$ cat src/rtl/ddr_arbiter.sv
// ddr_arbiter: round-robin arbiter that shares one DDR command port among
// NUM_CLIENTS clients. Grants are made only in IDLE and are held for a whole
// burst (read beats returned, or write beats accepted).
//
// Ports (per-client signals are packed, client n in slice n):
//   clock, reset            single clock, synchronous active-high reset
//   io_in_rd/wr[n]          client burst read / per-beat write request
//   io_in_addr[n]           byte address (first beat only), 32 bits each
//   io_in_burstLength[n]    beats per burst (0 behaves as 1), 8 bits each
//   io_in_mask[n]           write byte enables, 8 bits each
//   io_in_din[n]            write data, 64 bits each
//   io_in_waitReq[n]        client stall
//   io_in_valid[n]          read data beat valid
//   io_in_dout[n]           read data, a copy of io_out_dout for every client
//   io_in_burstDone[n]      one-cycle pulse on the last beat of a burst
//   io_out_*                DDR-side command / data / handshake
module ddr_arbiter #(
    parameter int unsigned NUM_CLIENTS = 3
) (
    input  logic                      clock,
    input  logic                      reset,
    input  logic [NUM_CLIENTS-1:0]    io_in_rd,
    input  logic [NUM_CLIENTS-1:0]    io_in_wr,
    input  logic [NUM_CLIENTS*32-1:0] io_in_addr,
    input  logic [NUM_CLIENTS*8-1:0]  io_in_burstLength,
    input  logic [NUM_CLIENTS*8-1:0]  io_in_mask,
    input  logic [NUM_CLIENTS*64-1:0] io_in_din,
    output logic [NUM_CLIENTS-1:0]    io_in_waitReq,
    output logic [NUM_CLIENTS-1:0]    io_in_valid,
    output logic [NUM_CLIENTS*64-1:0] io_in_dout,
    output logic [NUM_CLIENTS-1:0]    io_in_burstDone,
    output logic                      io_out_rd,
    output logic                      io_out_wr,
    output logic [31:0]               io_out_addr,
    output logic [7:0]                io_out_burstLength,
    output logic [7:0]                io_out_mask,
    output logic [63:0]               io_out_din,
    input  logic                      io_out_waitReq,
    input  logic                      io_out_valid,
    input  logic [63:0]               io_out_dout
);

    localparam int unsigned IW = (NUM_CLIENTS > 1) ? $clog2(NUM_CLIENTS) : 1;

    typedef enum logic [1:0] {IDLE, READ, WRITE} state_e;

    state_e          state_q, state_d;
    logic [IW-1:0]   grant_q, grant_d;
    logic [IW-1:0]   ptr_q, ptr_d;
    logic [7:0]      cnt_q, cnt_d;
    logic [7:0]      len_q, len_d;
    logic [31:0]     addr_q, addr_d;

    logic [NUM_CLIENTS-1:0] req;
    logic                   found;
    logic [IW-1:0]          win;
    int unsigned            cand;

    logic [IW-1:0]          act;
    logic                   act_en;
    logic [NUM_CLIENTS-1:0] act_oh;
    logic                   a_rd, a_wr;
    logic [31:0]            a_addr;
    logic [7:0]             a_len, a_mask, eff_len;
    logic [63:0]            a_din;

    assign io_in_dout = {NUM_CLIENTS{io_out_dout}};

    // Cyclic search starting one past the last granted client.
    always_comb begin
        req   = io_in_rd | io_in_wr;
        found = 1'b0;
        win   = '0;
        cand  = 0;
        for (int unsigned i = 0; i < NUM_CLIENTS; i++) begin
            cand = 32'(ptr_q) + 32'd1 + i;
            if (cand >= NUM_CLIENTS) cand = cand - NUM_CLIENTS;
            for (int unsigned c = 0; c < NUM_CLIENTS; c++) begin
                if (!found && c == cand && req[c]) begin
                    found = 1'b1;
                    win   = IW'(c);
                end
            end
        end
    end

    // Active client: the search winner in IDLE, the latched grant mid-burst.
    always_comb begin
        act    = (state_q == IDLE) ? win : grant_q;
        act_en = (state_q != IDLE) || found;
        act_oh = '0;
        a_rd   = 1'b0;
        a_wr   = 1'b0;
        a_addr = '0;
        a_len  = '0;
        a_mask = '0;
        a_din  = '0;
        for (int unsigned c = 0; c < NUM_CLIENTS; c++) begin
            if (act_en && IW'(c) == act) begin
                act_oh[c] = 1'b1;
                a_rd      = io_in_rd[c];
                a_wr      = io_in_wr[c];
                a_addr    = io_in_addr[c*32 +: 32];
                a_len     = io_in_burstLength[c*8 +: 8];
                a_mask    = io_in_mask[c*8 +: 8];
                a_din     = io_in_din[c*64 +: 64];
            end
        end
        eff_len = (a_len == 8'd0) ? 8'd1 : a_len;
    end

    always_comb begin
        state_d            = state_q;
        grant_d            = grant_q;
        ptr_d              = ptr_q;
        cnt_d              = cnt_q;
        len_d              = len_q;
        addr_d             = addr_q;
        io_out_rd          = 1'b0;
        io_out_wr          = 1'b0;
        io_out_addr        = a_addr;
        io_out_burstLength = a_len;
        io_out_mask        = a_mask;
        io_out_din         = a_din;
        io_in_waitReq      = ~act_oh | {NUM_CLIENTS{io_out_waitReq}};
        io_in_valid        = '0;
        io_in_burstDone    = '0;
        case (state_q)
            IDLE: begin
                if (found) begin
                    io_out_rd = a_rd;
                    // rd and wr together: the read wins, the write stays stalled.
                    io_out_wr = a_wr & ~a_rd;
                    if (!io_out_waitReq) begin
                        ptr_d   = win;
                        grant_d = win;
                        len_d   = a_len;
                        addr_d  = a_addr;
                        if (a_rd) begin
                            state_d = READ;
                            cnt_d   = eff_len;
                        end else if (eff_len == 8'd1) begin
                            io_in_burstDone = act_oh;
                        end else begin
                            state_d = WRITE;
                            cnt_d   = eff_len - 8'd1;
                        end
                    end
                end
            end
            READ: begin
                io_out_addr        = addr_q;
                io_out_burstLength = len_q;
                if (io_out_valid) begin
                    io_in_valid = act_oh;
                    cnt_d       = cnt_q - 8'd1;
                    if (cnt_q == 8'd1) begin
                        io_in_burstDone = act_oh;
                        state_d         = IDLE;
                    end
                end
            end
            WRITE: begin
                io_out_wr          = a_wr;
                io_out_addr        = addr_q;
                io_out_burstLength = len_q;
                if (a_wr && !io_out_waitReq) begin
                    cnt_d = cnt_q - 8'd1;
                    if (cnt_q == 8'd1) begin
                        io_in_burstDone = act_oh;
                        state_d         = IDLE;
                    end
                end
            end
            default: state_d = IDLE;
        endcase
        if (reset) begin
            io_out_rd       = 1'b0;
            io_out_wr       = 1'b0;
            io_in_waitReq   = '1;
            io_in_valid     = '0;
            io_in_burstDone = '0;
        end
    end

    always_ff @(posedge clock) begin
        if (reset) begin
            state_q <= IDLE;
            grant_q <= '0;
            ptr_q   <= IW'(NUM_CLIENTS - 1);
            cnt_q   <= '0;
            len_q   <= '0;
            addr_q  <= '0;
        end else begin
            state_q <= state_d;
            grant_q <= grant_d;
            ptr_q   <= ptr_d;
            cnt_q   <= cnt_d;
            len_q   <= len_d;
            addr_q  <= addr_d;
        end
    end

endmodule

$ cat config.mk
export PLATFORM = sky130hd
export DESIGN_NAME = ddr_arbiter
export DESIGN_NICKNAME = d
export VERILOG_FILES = /design/src/rtl/ddr_arbiter.sv
export SDC_FILE = /design/constraint.sdc
export NUM_CORES = 1
export LEC_CHECK = 0
export CELL_PAD_IN_SITES_DETAIL_PLACEMENT = 1
export CELL_PAD_IN_SITES_GLOBAL_PLACEMENT = 2
export CORE_AREA = 5 5 280 282
export DETAILED_ROUTE_END_ITERATION = 12
export DIE_AREA = 0 0 285 287
export PLACE_DENSITY_LB_ADDON = 0.1
export SETUP_SLACK_MARGIN = 0.05
export SLEW_MARGIN = 20
export SYNTH_ARGS = -nofsm -noshare
export SYNTH_HDL_FRONTEND = slang
export SYNTH_SLANG_ARGS = --single-unit
$ cat constraint.sdc
create_clock -name clock -period 5 [get_ports clock]
set_input_delay 0.5 -clock clock [delete_from_list [all_inputs] [get_ports clock]]
set_output_delay 0.5 -clock clock [all_outputs]
set_load 0.01 [all_outputs]
==> impl_metrics.toml <==
[run_status]
status = "finished clean"

[cells_and_area]
syn_to_final_growth_pct = 74.9
fillers = 8883
seqCellArea_um2 = 1060
multiInputGateArea_um2 = 4650
nets = 1811
drive_gt1_frac = 0.137

[sta]
fmax_ghz = 0.213
rsz0062_at_grt = "no"
max_slew_margin = 0.457
setup_slack_ns = 0.295
whs_ns = 0.480
hold_viol_final = 0
skew_ns = 0.0211
setup_viol = 0
timing.final.crit_share = 0.941
finalCriticalPeriod_ns = 4.71
drv_slew = 0
tightestPinTransition_ns = 0.815

[detailed_routing]
avgRoutedWirePerCell_um = 22.5
ant_nets = 0
drc_errors = 0
dr.pass1.iters = 4
via_per_inst = 3.63
drt-total-wl_um = 53400
via_count = 8609
drt_iter0_markers = 165

[die]
fp.dieH_um = 287
start_util = 0.0974
rows = 101
die_w_um = 285
core-area_um2 = 75400
die-area_um2 = 81800
pin_count = 725

[placed_design]
portBuffers = 468
pre_cts_slack_ns = -0.511
place_congestion = 0.755
dpl.hpwl_um = 44700

[synthesis]
ys_seq_area_frac = 0.144
yosysTopAreaCell = "buf_4"
async_reset_ff_frac = 0
synth_edf_count = 0
yosys_warnings = 0
synth.area.top_cells = "buf_4, mux2i_1, dfxtp_1, nand2_1, o21ai_0"
netlist.area_leader.share = 0.197
synth_seq_cells = 53
synthesis.area_um2 = 7350
synthTopCellsByCount = "buf_4, nand2_1, mux2i_1"
syn_avg_cell_area_um2 = 6.95
yosysMostFrequentCell = "buf_4"
ys.flop_type = "dfxtp_1"
syn_nets = 1481
synth.distinct_cells = 73
synthCells = 1057

[clock_tree]
cts_buffers = 5
path_clk_slew_ns = 0.08
cts_tree = "yes"
cts.sinks = 53
ctsHoldBuffers = 0
insertion_delay_ns = 0.34
cts_buffer_depth = 2
htreeDepth = 2
cts-root-buf = "clkbuf_16"

[global_routing]
grt_pass1_wl_um = 73900
grt_max_degree = 89
overflow = 0
grt_pass1_vias = 9644
grt_use_total = 0.125
antenna_found_initial = 11

[worst_hold_path]
hp-class = "reg2reg"

[power]
p_leak_uw = 0.00466
vdd_drop_max_mv = 0.338
power_uw = 8760
powerDensity_nw_per_um2 = 681

[critical_path]
startpoint_type = "primary input"
worstPathMaxFanout = 5
path_class = "in2out"
required_ns = 4.50
reg2reg_slack_ns = 0.90
critPathCaptureType = "output pin"
arrival_ns = 4.21

[run]
timing.max_cap.violations = 0
==> where the power goes <==
part	leakage [uW]	total (uW)	switching (uW)	internal (uW)
Combinational	0.00415	7660	4030	3630
Clock	0.0000744	408	217	191
Sequential	0.000439	693	97.7	595
==> timing repair <==
action                                  in CTS  in global routing
endpoints found under the hold margin        0                  0
endpoints found under the setup margin      41                 17
pin swaps                                    6                  8
buffers inserted                             4                  3
resized for setup                           33                 27
==> final cells by class <==
type,count,share of cell area
sequential,53,0.0827
antenna,4,0.000779
clock inverter,3,0.00204
inverter,47,0.0137
tap,978,0.0952
timing repair buffer,584,0.434
clock buffer,5,0.00973
multi-input combinational,696,0.362
==> cells in the final DEF (no fill, tap or decap), drive strengths merged, types with 3 or more instances in the layout <==
cell | synthesis | routed
clkdlybuf4s50 | 0 | 458
nor2b | 3 | 3
o31ai | 3 | 3
a21o | 5 | 5
mux2 | 7 | 7
nand3 | 7 | 7
nand4 | 3 | 3
a211oi | 45 | 45
diode | 0 | 4
buf | 206 | 123
a21oi | 78 | 78
a221oi | 3 | 3
or4 | 7 | 7
a22oi | 6 | 6
mux2i | 110 | 110
o22ai | 5 | 5
dfxtp | 53 | 53
nor3 | 17 | 17
or2 | 7 | 7
nand2b | 3 | 3
inv | 47 | 48
a2111oi | 3 | 3
nand2 | 156 | 156
or3 | 3 | 3
o211ai | 7 | 7
nor3b | 7 | 7
ha | 14 | 14
nor2 | 65 | 65
o21ai | 90 | 90
o221ai | 3 | 3
and2 | 5 | 5
clkbuf | 55 | 6
==> routing by layer <==
metal | share of wire | GRT usage | wire (um)
met5 | 0.0043 | 0.0125 | 232
met2 | 0.54 | 0.240 | 28700
met1 | 0.35 | 0.122 | 18800
met3 | 0.091 | 0.0578 | 4850
met4 | 0.015 | 0.0240 | 788
==> state kept, by name, indices dropped and copies added, names as in the netlist <==
name     count
addr_q      32
cnt_q        8
state_q      2
ptr_q        1
len_q        8
grant_q      2
==> stage by stage <==
stage                     std cells  utilization  instance area (um^2)  TNS (ns)
after global placement         2351        0.165                 12400     -1.76
after detailed placement       2351        0.165                 12400     -1.49
final                          2370        0.170                 12900         0
after floorplan                1057            -                  7350         0
after global routing           2369        0.170                 12900         0
after CTS                      2363        0.169                 12700         0
==> critical path: stages <==
cell and delay, ns:
clkdlybuf4s50_1 0.58, nor2_1 0.13, o2111a_1 0.32, a211oi_4 0.15, buf_4 0.18, nor3b_2 0.06
or2_2 0.35, nor3_4 0.22, a31oi_1 0.13, inv_1 0.09, ha_1 0.12, and2_1 0.13
nand4_1 0.12, or4_4 0.46, a211o_4 0.39, nor3_2 0.12, buf_2 0.16
==> cells by family after synthesis <==
family | share of synthesized area
multiplexers | 0.161
adder cells (fa/ha/maj) | 0.0238
buffers and inverters | 0.257
flip-flops | 0.144
XOR/XNOR | 0.00358
AND/OR/NAND/NOR | 0.176
AO/OA/AOI/OAI | 0.235
==> final timing paths <==
kind | from | end | depth (start not counted)
max | io_in_wr[1] | io_in_burstDone[1] | 17
min | cnt_q[7] | cnt_q[7] | 2
max reg2reg | ptr_q[1] | cnt_q[4] | 18
min reg2reg | cnt_q[7] | cnt_q[7] | 2
Note: power is estimated with default switching activity, not from simulation.
